--- src/rtl/sd_card_detect_ctrl.sv ---
`default_nettype none
// ============================================================================
// Module      : sd_card_detect_ctrl
// Description : SD card-detect synchroniser, debouncer and insertion/removal
//               status and interrupt logic. Debounce states and counter are
//               built only when SD_CD_DEBOUNCE_EN is defined.
// Revision    : 1.0 - initial release
// ============================================================================
module sd_card_detect_ctrl #(
    parameter int unsigned DEBOUNCE_CYCLES = 1000,
    parameter logic        CD_POL          = 1'b0
) (
    input  logic ex_clk,
    input  logic ex_resetn,
    input  logic sd_cd,
    input  logic ins_sts_en,
    input  logic rem_sts_en,
    input  logic ins_sig_en,
    input  logic rem_sig_en,
    input  logic ins_clr,
    input  logic rem_clr,
    output logic card_inserted,
    output logic card_stable,
    output logic ins_sts,
    output logic rem_sts,
    output logic irq
);

    localparam logic [1:0] S_EMPTY   = 2'd0;
    localparam logic [1:0] S_PRESENT = 2'd2;
    localparam logic       c_absent  = ~CD_POL;

    if ((DEBOUNCE_CYCLES < 2) || (DEBOUNCE_CYCLES > 65535)) begin : g_bad_debounce_cycles
        $error("sd_card_detect_ctrl: DEBOUNCE_CYCLES must be in 2..65535");
    end

    logic       r_sync1;
    logic       r_sync2;
    logic       w_present;
    logic [1:0] r_state;
    logic [1:0] w_state_nxt;
    logic       w_ins_evt;
    logic       w_rem_evt;
    logic       w_inserted_nxt;
    logic       r_card_inserted;
    logic       r_ins_sts;
    logic       r_rem_sts;
    logic       r_irq;

    // Reset parks the synchroniser at the absent level so no false insertion
    always_ff @(posedge ex_clk or negedge ex_resetn) begin
        if (!ex_resetn) begin
            r_sync1 <= c_absent;
            r_sync2 <= c_absent;
        end else begin
            r_sync1 <= sd_cd;
            r_sync2 <= r_sync1;
        end
    end

    assign w_present = (r_sync2 == CD_POL);

`ifdef SD_CD_DEBOUNCE_EN
    localparam logic [1:0]  S_DEB_IN   = 2'd1;
    localparam logic [1:0]  S_DEB_OUT  = 2'd3;
    localparam logic [15:0] c_cnt_last = 16'(DEBOUNCE_CYCLES - 1);

    logic [15:0] r_cnt;
    logic [15:0] w_cnt_nxt;
    logic        r_card_stable;

    always_comb begin
        w_state_nxt = r_state;
        w_cnt_nxt   = r_cnt;
        w_ins_evt   = 1'b0;
        w_rem_evt   = 1'b0;
        case (r_state)
            S_EMPTY: begin
                if (w_present) begin
                    w_state_nxt = S_DEB_IN;
                    w_cnt_nxt   = '0;
                end
            end
            S_DEB_IN: begin
                if (!w_present) begin
                    w_state_nxt = S_EMPTY;
                    w_cnt_nxt   = '0;
                end else if (r_cnt == c_cnt_last) begin
                    w_state_nxt = S_PRESENT;
                    w_cnt_nxt   = '0;
                    w_ins_evt   = 1'b1;
                end else begin
                    w_cnt_nxt = r_cnt + 16'd1;
                end
            end
            S_PRESENT: begin
                if (!w_present) begin
                    w_state_nxt = S_DEB_OUT;
                    w_cnt_nxt   = '0;
                end
            end
            S_DEB_OUT: begin
                if (w_present) begin
                    w_state_nxt = S_PRESENT;
                    w_cnt_nxt   = '0;
                end else if (r_cnt == c_cnt_last) begin
                    w_state_nxt = S_EMPTY;
                    w_cnt_nxt   = '0;
                    w_rem_evt   = 1'b1;
                end else begin
                    w_cnt_nxt = r_cnt + 16'd1;
                end
            end
            default: begin
                w_state_nxt = S_EMPTY;
                w_cnt_nxt   = '0;
            end
        endcase
    end

    assign w_inserted_nxt = (w_state_nxt == S_PRESENT) || (w_state_nxt == S_DEB_OUT);

    always_ff @(posedge ex_clk or negedge ex_resetn) begin
        if (!ex_resetn) begin
            r_cnt         <= '0;
            r_card_stable <= 1'b1;
        end else begin
            r_cnt         <= w_cnt_nxt;
            r_card_stable <= (w_state_nxt == S_EMPTY) || (w_state_nxt == S_PRESENT);
        end
    end

    assign card_stable = r_card_stable;
`else
    always_comb begin
        w_state_nxt = r_state;
        w_ins_evt   = 1'b0;
        w_rem_evt   = 1'b0;
        case (r_state)
            S_EMPTY: begin
                if (w_present) begin
                    w_state_nxt = S_PRESENT;
                    w_ins_evt   = 1'b1;
                end
            end
            S_PRESENT: begin
                if (!w_present) begin
                    w_state_nxt = S_EMPTY;
                    w_rem_evt   = 1'b1;
                end
            end
            default: begin
                w_state_nxt = S_EMPTY;
            end
        endcase
    end

    assign w_inserted_nxt = (w_state_nxt == S_PRESENT);
    assign card_stable    = 1'b1;
`endif

    // A set on the same edge as a clear wins; enables only gate new events
    always_ff @(posedge ex_clk or negedge ex_resetn) begin
        if (!ex_resetn) begin
            r_state         <= S_EMPTY;
            r_card_inserted <= 1'b0;
            r_ins_sts       <= 1'b0;
            r_rem_sts       <= 1'b0;
            r_irq           <= 1'b0;
        end else begin
            r_state         <= w_state_nxt;
            r_card_inserted <= w_inserted_nxt;
            r_ins_sts       <= (w_ins_evt & ins_sts_en) | (r_ins_sts & ~ins_clr);
            r_rem_sts       <= (w_rem_evt & rem_sts_en) | (r_rem_sts & ~rem_clr);
            r_irq           <= (r_ins_sts & ins_sig_en) | (r_rem_sts & rem_sig_en);
        end
    end

    assign card_inserted = r_card_inserted;
    assign ins_sts       = r_ins_sts;
    assign rem_sts       = r_rem_sts;
    assign irq           = r_irq;

endmodule
`default_nettype wire

--- config.mk ---
export PLATFORM = sky130hd
export DESIGN_NAME = sd_card_detect_ctrl
export DESIGN_NICKNAME = d
export VERILOG_FILES = /design/src/rtl/sd_card_detect_ctrl.sv
export SDC_FILE = /design/constraint.sdc
export NUM_CORES = 1
export LEC_CHECK = 0
export ABC_AREA = 1
export CORE_AREA = 2 2 39 41
export CTS_BUF_LIST = sky130_fd_sc_hd__clkbuf_8
export CTS_CLUSTER_SIZE = 28
export DETAILED_ROUTE_END_ITERATION = 10
export DIE_AREA = 0 0 41 43
export PLACE_DENSITY = 0.51
export SYNTH_ARGS = -nofsm -noshare
export SYNTH_HDL_FRONTEND = slang
export SYNTH_SLANG_ARGS = --single-unit
--- constraint.sdc ---
create_clock -name ex_clk -period 1.2 [get_ports ex_clk]
set_input_delay 0.36 -clock ex_clk [delete_from_list [all_inputs] [get_ports ex_clk]]
set_output_delay 0.36 -clock ex_clk [all_outputs]
set_load 0.005 [all_outputs]
==> out/qor.csv, run 1 <==
stage,metric,value,unit
outcome,result of the run,"finished, final reports clean",
timing,maximum achievable frequency,0.871,GHz
timing,Final Hold Violating Endpoints,0,
power,worst supply voltage drop on vdd,0.526,mV
synthesis,share of the yosys chip area belonging to registers,0.676,
cts,clock tree from TritonCTS,done,
power,Sw Pwr,0.124,mW
cts,clk root buf,sky130_fd_sc_hd__clkbuf_8,
global_routing,global-route wire length before repair,710,um
floorplan,standard-cell row count,14,
route,detailed-route wire length,453,um
job,maximum capacitance violations,0,
cts,CTS buffer count,3,
route,Iter 0 DRT Violations,1,
min_path,type of the tightest min-delay check,reg2reg,
cells_and_area,"leading cell types in the layout, fill and taps excluded","sky130_fd_sc_hd__nand2_1 (10), sky130_fd_sc_hd__clkdlybuf4s50_1 (8), sky130_fd_sc_hd__inv_1 (6), sky130_fd_sc_hd__dfrtp_1 (5), sky130_fd_sc_hd__clkbuf_8 (3)",
timing,count of final setup violators,0,
cells_and_area,non-filler instance count after layout,61,
power,static power due to leakage,0.242,nW
floorplan,Die Height,43,um
synthesis,portion of netlist area occupied by mux cells,0,
floorplan,effective utilization at floorplan,0.190,
timing,Fin Hold WS,0.353,ns
cells_and_area,"commonest non-fill, non-tap cell in the layout",sky130_fd_sc_hd__nand2_1,
cells_and_area,area occupied by multi-input gates,58.8,um^2
worst_setup_path,depth of the most critical reg-to-reg path,3,
timing,"Min Clock Period, post-route",1.15,ns
synthesis,library cells used by synthesis,8,
power,sequential share of power,0.408,
route,final antenna-violating net count,0,
synthesis,synthesis-stage register bit count,7,
synthesis,simple-gate portion of the synthesized area,0.195,
global_routing,global-route congestion overflow total,0,
worst_setup_path,Critical-path top delay cell,sky130_fd_sc_hd__dfrtp_1,
worst_setup_path,number of buffers and inverters on the critical path,1,
timing,setup repair after global routing missed its margin,no,
cts,"Setup Fix Bufs, Post-CTS",0,
timing,setup clock skew after layout,0.00102,ns
worst_setup_path,WS Path Type,reg2out,
global_routing,initial antenna violation count,0,
cts,clock sinks,7,
route,Wirelength per Cell,7.43,um
global_routing,gr usage total,0.0648,
worst_setup_path,largest delay contributor family on the critical path,flip-flops,
worst_setup_path,WP data arrival,0.79,ns
synthesis,combinational family with the most area after synthesis,simple AND/OR/NAND/NOR gates,
timing,count of final max-slew check failures,0,
cts,Max clock buf depth,2,
synthesis,Mapped Area,263,um^2
synthesis,"synthesized-area fraction occupied by ao, oa, aoi and oai cells",0,
power,portion of total power attributed to the clock network,0.502,
global_routing,pin count of the biggest net entering global routing,8,
route,count of vias placed by the detailed router,208,
worst_setup_path,critical path cell sequence,clkdlybuf4s15_1,
worst_setup_path,number of gates on the worst path with buffers counted,1,
synthesis,Synth Area per Inst,9.38,um^2
worst_setup_path,startpoint type of the worst setup path,flop,
synthesis,cell count after synthesis,28,
global_routing,via count of the first global-routing pass,182,
worst_setup_path,Critical Path End Type,output port,
cts,Clock H-tree levels,1,
place,number of instances in the placed design,57,
cells_and_area,proportion of layout cells with a drive suffix above 1,0.222,
cells_and_area,antenna cell count,0,
synthesis,total number of yosys warnings,0,
floorplan,overall die width,41,um
power,power density over the cells,1430,nW/um^2
cells_and_area,NumNets Final,55,
synthesis,area share of xor/xnor cells in the synthesized design,0,
timing,period utilization,0.957,
cells_and_area,register cell area after layout,178,um^2
cts,Worst-Skew Late Latency,0.22,ns
power,Sw Share,0.196,
floorplan,core box area,1380,um^2
floorplan,Top-Level Pins,14,
route,length of the first detailed-routing pass in iterations,2,
route,detailed-route vias per instance,3.41,
worst_setup_path,worst stage delay on the critical path,0.37,ns
synthesis,net count after synthesis,37,
worst_setup_path,"Req. time, crit path",0.84,ns
place,routability congestion estimate from global placement,0.555,
worst_setup_path,Max Fanout on Critical Path,2,
power,power share of the combinational group,0.091,
power,cell internal pwr,0.511,mW
cells_and_area,Area growth syn-to-layout,69.5,%
place,number of buffers inserted by port buffering,12,
synthesis,area share of fa/ha/maj cells after synthesis,0,
min_path,worst hold path stage count,0,
route,Post-route DRC,0,
cts,clock edge transition at the registers on the reported setup and hold paths,0.04,ns
cells_and_area,fill cell instance count of the final layout,153,
floorplan,area of the die,1760,um^2
==> sequential cells by signal, indices dropped and copies added (netlist names) <==
| register | cells |
|---|---|
| r_sync1 | 1 |
| card_inserted | 1 |
| irq | 1 |
| rem_sts | 1 |
| ins_sts | 1 |
| r_sync2 | 1 |
| r_state | 1 |
==> kinds of logic (layout without fill, tap and decap cells) <==
| family | Yosys count | in the layout |
|---|---|---|
| DFF | 7 | 7 |
| and+or+nand+nor | 13 | 13 |
| other | 2 | 2 |
| buffers and inverters | 6 | 23 |
==> routing by layer <==
metal	vias to the layer above	GRT usage	wire, um
li1	108	-	-
met1	91	0.0662	185
met2	9	0.0906	226
met3	0	0.0314	41
met4	0	0.0600	0
met5	-	0	0
==> worst paths after layout <==
| path | startpoint | end | slack, ns |
|---|---|---|---|
| min in group asynchronous | ex_resetn | ins_sts | 0.40 |
| setup / recovery | rem_sts | rem_sts | 0.05 |
| setup reg to reg | r_sync2 | ins_sts | 0.40 |
| max in group asynchronous | ex_resetn | r_sync2 | 0.52 |
| hold reg to reg | r_sync1 | r_sync2 | 0.35 |
| hold / removal | r_sync1 | r_sync2 | 0.35 |
==> through the flow <==
stage | area, um^2 | total power, mW | utilization | TNS, ns | worst slack, ns
after CTS | 454 | 0.649 | 0.328 | 0 | 0.0128
after global routing | 445 | 0.676 | 0.322 | 0 | 0.0143
final | 445 | 0.635 | 0.322 | 0 | 0.0514
after detailed placement | 410 | 0.326 | 0.297 | -0.0169 | -0.0169
after global placement | 410 | 0.325 | 0.297 | 0 | 0.000474
after floorplan | 263 | 0.277 | - | 0 | 0.433
==> cell type report <==
class | count | area share
Inverter | 5 | 0.0421
Sequential cell | 7 | 0.399
Clock inverter | 1 | 0.00843
Clock buffer | 3 | 0.0927
Multi-Input combinational cell | 15 | 0.132
Timing Repair Buffer | 14 | 0.281
Tap cell | 16 | 0.0449
==> what timing repair did <==
item,CTS,global route
setup endpoints to repair,4,3
hold endpoints to repair,0,0
cloned,0,0
gates resized for setup,7,3
hold buffers,0,0
==> power groups by stage <==
stage          combinational, mW  clock (mW)  sequential [mW]
2_1_floorplan             0.0140           0            0.263
3_3_place_gp              0.0641           0            0.261
3_5_place_dp              0.0643           0            0.262
4_1_cts                   0.0606       0.329            0.259
5_1_grt                   0.0651       0.351            0.260
6_report                  0.0575       0.319            0.259
==> cell usage after synthesis <==
master,instances,share of area
sky130_fd_sc_hd__dfrtp_1,5,0.48
sky130_fd_sc_hd__conb_1,2,0.029
sky130_fd_sc_hd__nand2_1,10,0.14
sky130_fd_sc_hd__nor2_2,1,0.024
sky130_fd_sc_hd__inv_1,5,0.071
sky130_fd_sc_hd__dfstp_2,2,0.20
sky130_fd_sc_hd__buf_4,1,0.029
sky130_fd_sc_hd__nor2_1,2,0.029
Note: power is estimated with default switching activity, not from simulation.
==> run 2, diff against run 1 <==
CAP_MARGIN = 5   (was default)
==> results of run 2 <==
No change in the layout: final DEF, timing and power equal those of run 1.
==> run 3, diff against run 2 <==
CAP_MARGIN = default   (was 5)
CTS_CLUSTER_DIAMETER = 60   (was default)
GPL_TIMING_DRIVEN = 0   (was default)
==> run 3 against run 2 <==
Against the previous run: count of clock-buffer cells in the layout unchanged; utilization increased by 0.90 points; die area is the same; non-clock buffer count increased by 1; sequential share of layout area fell by 1.1 points; combinational power increased by 7.8%; final cell count rose by 1.6%; register-to-register slack hardly changed.
==> out/qor.csv, run 3 (synthesis results as in run 1) <==
stage,metric,value,unit
power,worst supply voltage drop on vdd,0.712,mV
cells_and_area,proportion of layout cells with a drive suffix above 1,0.217,
worst_setup_path,Max Fanout on Critical Path,2,
timing,count of final setup violators,0,
cts,Max clock buf depth,2,
power,Sw Share,0.194,
cells_and_area,total non-filler cell area in the finished layout,458,um^2
cells_and_area,"leading cell types in the layout, fill and taps excluded","sky130_fd_sc_hd__nand2_1 (10), sky130_fd_sc_hd__clkdlybuf4s50_1 (8), sky130_fd_sc_hd__inv_1 (6), sky130_fd_sc_hd__dfrtp_1 (5)",
floorplan,effective utilization at floorplan,0.190,
worst_setup_path,Critical-path top delay cell,sky130_fd_sc_hd__dfrtp_1,
worst_setup_path,largest delay contributor family on the critical path,flip-flops,
worst_setup_path,worst setup path end,ins_sts,
place,number of buffers inserted by port buffering,12,
route,Post-route DRC,0,
worst_setup_path,"Req. time, crit path",0.84,ns
cells_and_area,fill cell instance count of the final layout,151,
route,count of vias placed by the detailed router,212,
cts,clock edge transition at the registers on the reported setup and hold paths,0.04,ns
power,sequential share of power,0.404,
timing,"Min Clock Period, post-route",1.16,ns
worst_setup_path,end of the worst register-to-register path,rem_sts,
timing,count of final max-slew check failures,0,
global_routing,gr usage total,0.0772,
power,power share of the combinational group,0.097,
power,power density over the cells,1400,nW/um^2
timing,setup repair after global routing missed its margin,no,
cts,Worst-Skew Late Latency,0.23,ns
place,standard cell area after detailed placement,403,um^2
floorplan,area of the die,1760,um^2
worst_setup_path,worst stage delay on the critical path,0.37,ns
route,length of the first detailed-routing pass in iterations,2,
cells_and_area,antenna cell count,0,
cells_and_area,Area growth syn-to-layout,74.3,%
global_routing,global-route congestion overflow total,0,
timing,Final Hold Violating Endpoints,0,
global_routing,initial antenna violation count,0,
worst_setup_path,depth of the most critical reg-to-reg path,4,
floorplan,Die Height,43,um
cells_and_area,non-filler instance count after layout,62,
worst_setup_path,CP startpoint,ins_sts,
cells_and_area,NumNets Final,56,
cells_and_area,"commonest non-fill, non-tap cell in the layout",sky130_fd_sc_hd__nand2_1,
cts,clock tree from TritonCTS,done,
power,portion of total power attributed to the clock network,0.499,
min_path,type of the tightest min-delay check,reg2reg,
worst_setup_path,critical path cell sequence,clkdlybuf4s15_1,
cts,clock sinks,7,
worst_setup_path,startpoint type of the worst setup path,flop,
timing,period utilization,0.968,
global_routing,via count of the first global-routing pass,197,
cts,Clock H-tree levels,1,
outcome,result of the run,"finished, final reports clean",
worst_setup_path,number of buffers and inverters on the critical path,1,
timing,maximum achievable frequency,0.861,GHz
place,routability congestion estimate from global placement,0.567,
route,detailed-route wire length,432,um
power,cell internal pwr,0.515,mW
route,final antenna-violating net count,0,
floorplan,standard-cell row count,14,
place,number of instances in the placed design,56,
route,detailed-route vias per instance,3.42,
power,static power due to leakage,0.246,nW
timing,setup TNS,0,ns
job,maximum capacitance violations,0,
global_routing,global-route wire length before repair,731,um
worst_setup_path,WS Path Type,reg2out,
floorplan,core box area,1380,um^2
global_routing,pin count of the biggest net entering global routing,8,
worst_setup_path,WP data arrival,0.80,ns
floorplan,Top-Level Pins,14,
route,Wirelength per Cell,6.97,um
place,HPWL Detailed,307,um
cts,clk root buf,sky130_fd_sc_hd__clkbuf_8,
cts,CTS buffer count,3,
cts,CTS Hold Buffers Added,0,
worst_setup_path,number of gates on the worst path with buffers counted,1,
worst_setup_path,Critical Path End Type,output port,
power,Sw Pwr,0.124,mW
worst_setup_path,startpoint of the most critical register-to-register path,r_sync2,
cells_and_area,utilization of the core after routing,0.331,
worst_setup_path,"reg-to-reg slack, setup",0.41,ns
timing,setup clock skew after layout,0.00289,ns
route,Iter 0 DRT Violations,1,
floorplan,overall die width,41,um
[run 3: cell count changes in the layout (fill, tap and decap cells not counted)]
cell,delta
sky130_fd_sc_hd__clkbuf_2,-1
sky130_fd_sc_hd__clkdlybuf4s15_1,+1
sky130_fd_sc_hd__buf_4,+1
[run 3: metal layers]
metal  vias to the layer above  GRT usage  part of all wire
li1                        110          -                 -
met1                        85     0.0702              0.38
met2                        12     0.0781              0.37
met3                         5     0.0628              0.17
met4                         0      0.120             0.074
met5                         -          0                 0
[run 3: repair_timing]
item | in CTS | in global routing
setup endpoints to repair | 4 | 2
pin swaps | 0 | 0
setup buffers | 2 | 0
resized for setup | 7 | 2
[run 3: metrics by stage]
stage | power (mW) | setup WS [ns] | hold WS (ns)
after global placement | 0.323 | -0.0203 | 0.345
after global routing | 0.673 | 0.00401 | 0.355
after CTS | 0.656 | 0.00584 | 0.352
after floorplan | 0.277 | 0.433 | 0.0644
after detailed placement | 0.324 | -0.0138 | 0.347
final | 0.639 | 0.0388 | 0.352
[run 3: worst min path at each step]
stage / from / endpoint / slack [ns] / depth (start not counted)
after global placement: r_sync1 / r_sync2 / 0.35 / 0
after detailed placement: r_sync1 / r_sync2 / 0.35 / 0
after global routing: r_sync1 / r_sync2 / 0.35 / 0
after CTS: r_sync1 / r_sync2 / 0.35 / 0
after floorplan: ex_resetn / card_inserted / 0.06 / 0
final: r_sync1 / r_sync2 / 0.35 / 0
[run 3: power groups by stage]
stage | Clock (mW) | Sequential (mW) | Combinational (mW)
after detailed placement | 0 | 0.262 | 0.0612
final | 0.319 | 0.258 | 0.0620
after CTS | 0.334 | 0.258 | 0.0638
after floorplan | 0 | 0.263 | 0.0140
after global routing | 0.343 | 0.260 | 0.0697
after global placement | 0 | 0.262 | 0.0609
[run 3: cell type report]
cell class              count  area [um^2]  area share
repair buffers             14          130       0.284
inverters                   5         18.8      0.0410
flip-flops and latches      7          178       0.388
plain buffers               1         7.51      0.0164
clock buffers               3         41.3      0.0902
clock inverters             1         3.75     0.00820
multi-input cells          15         58.8       0.128
well taps                  16         20.0      0.0437
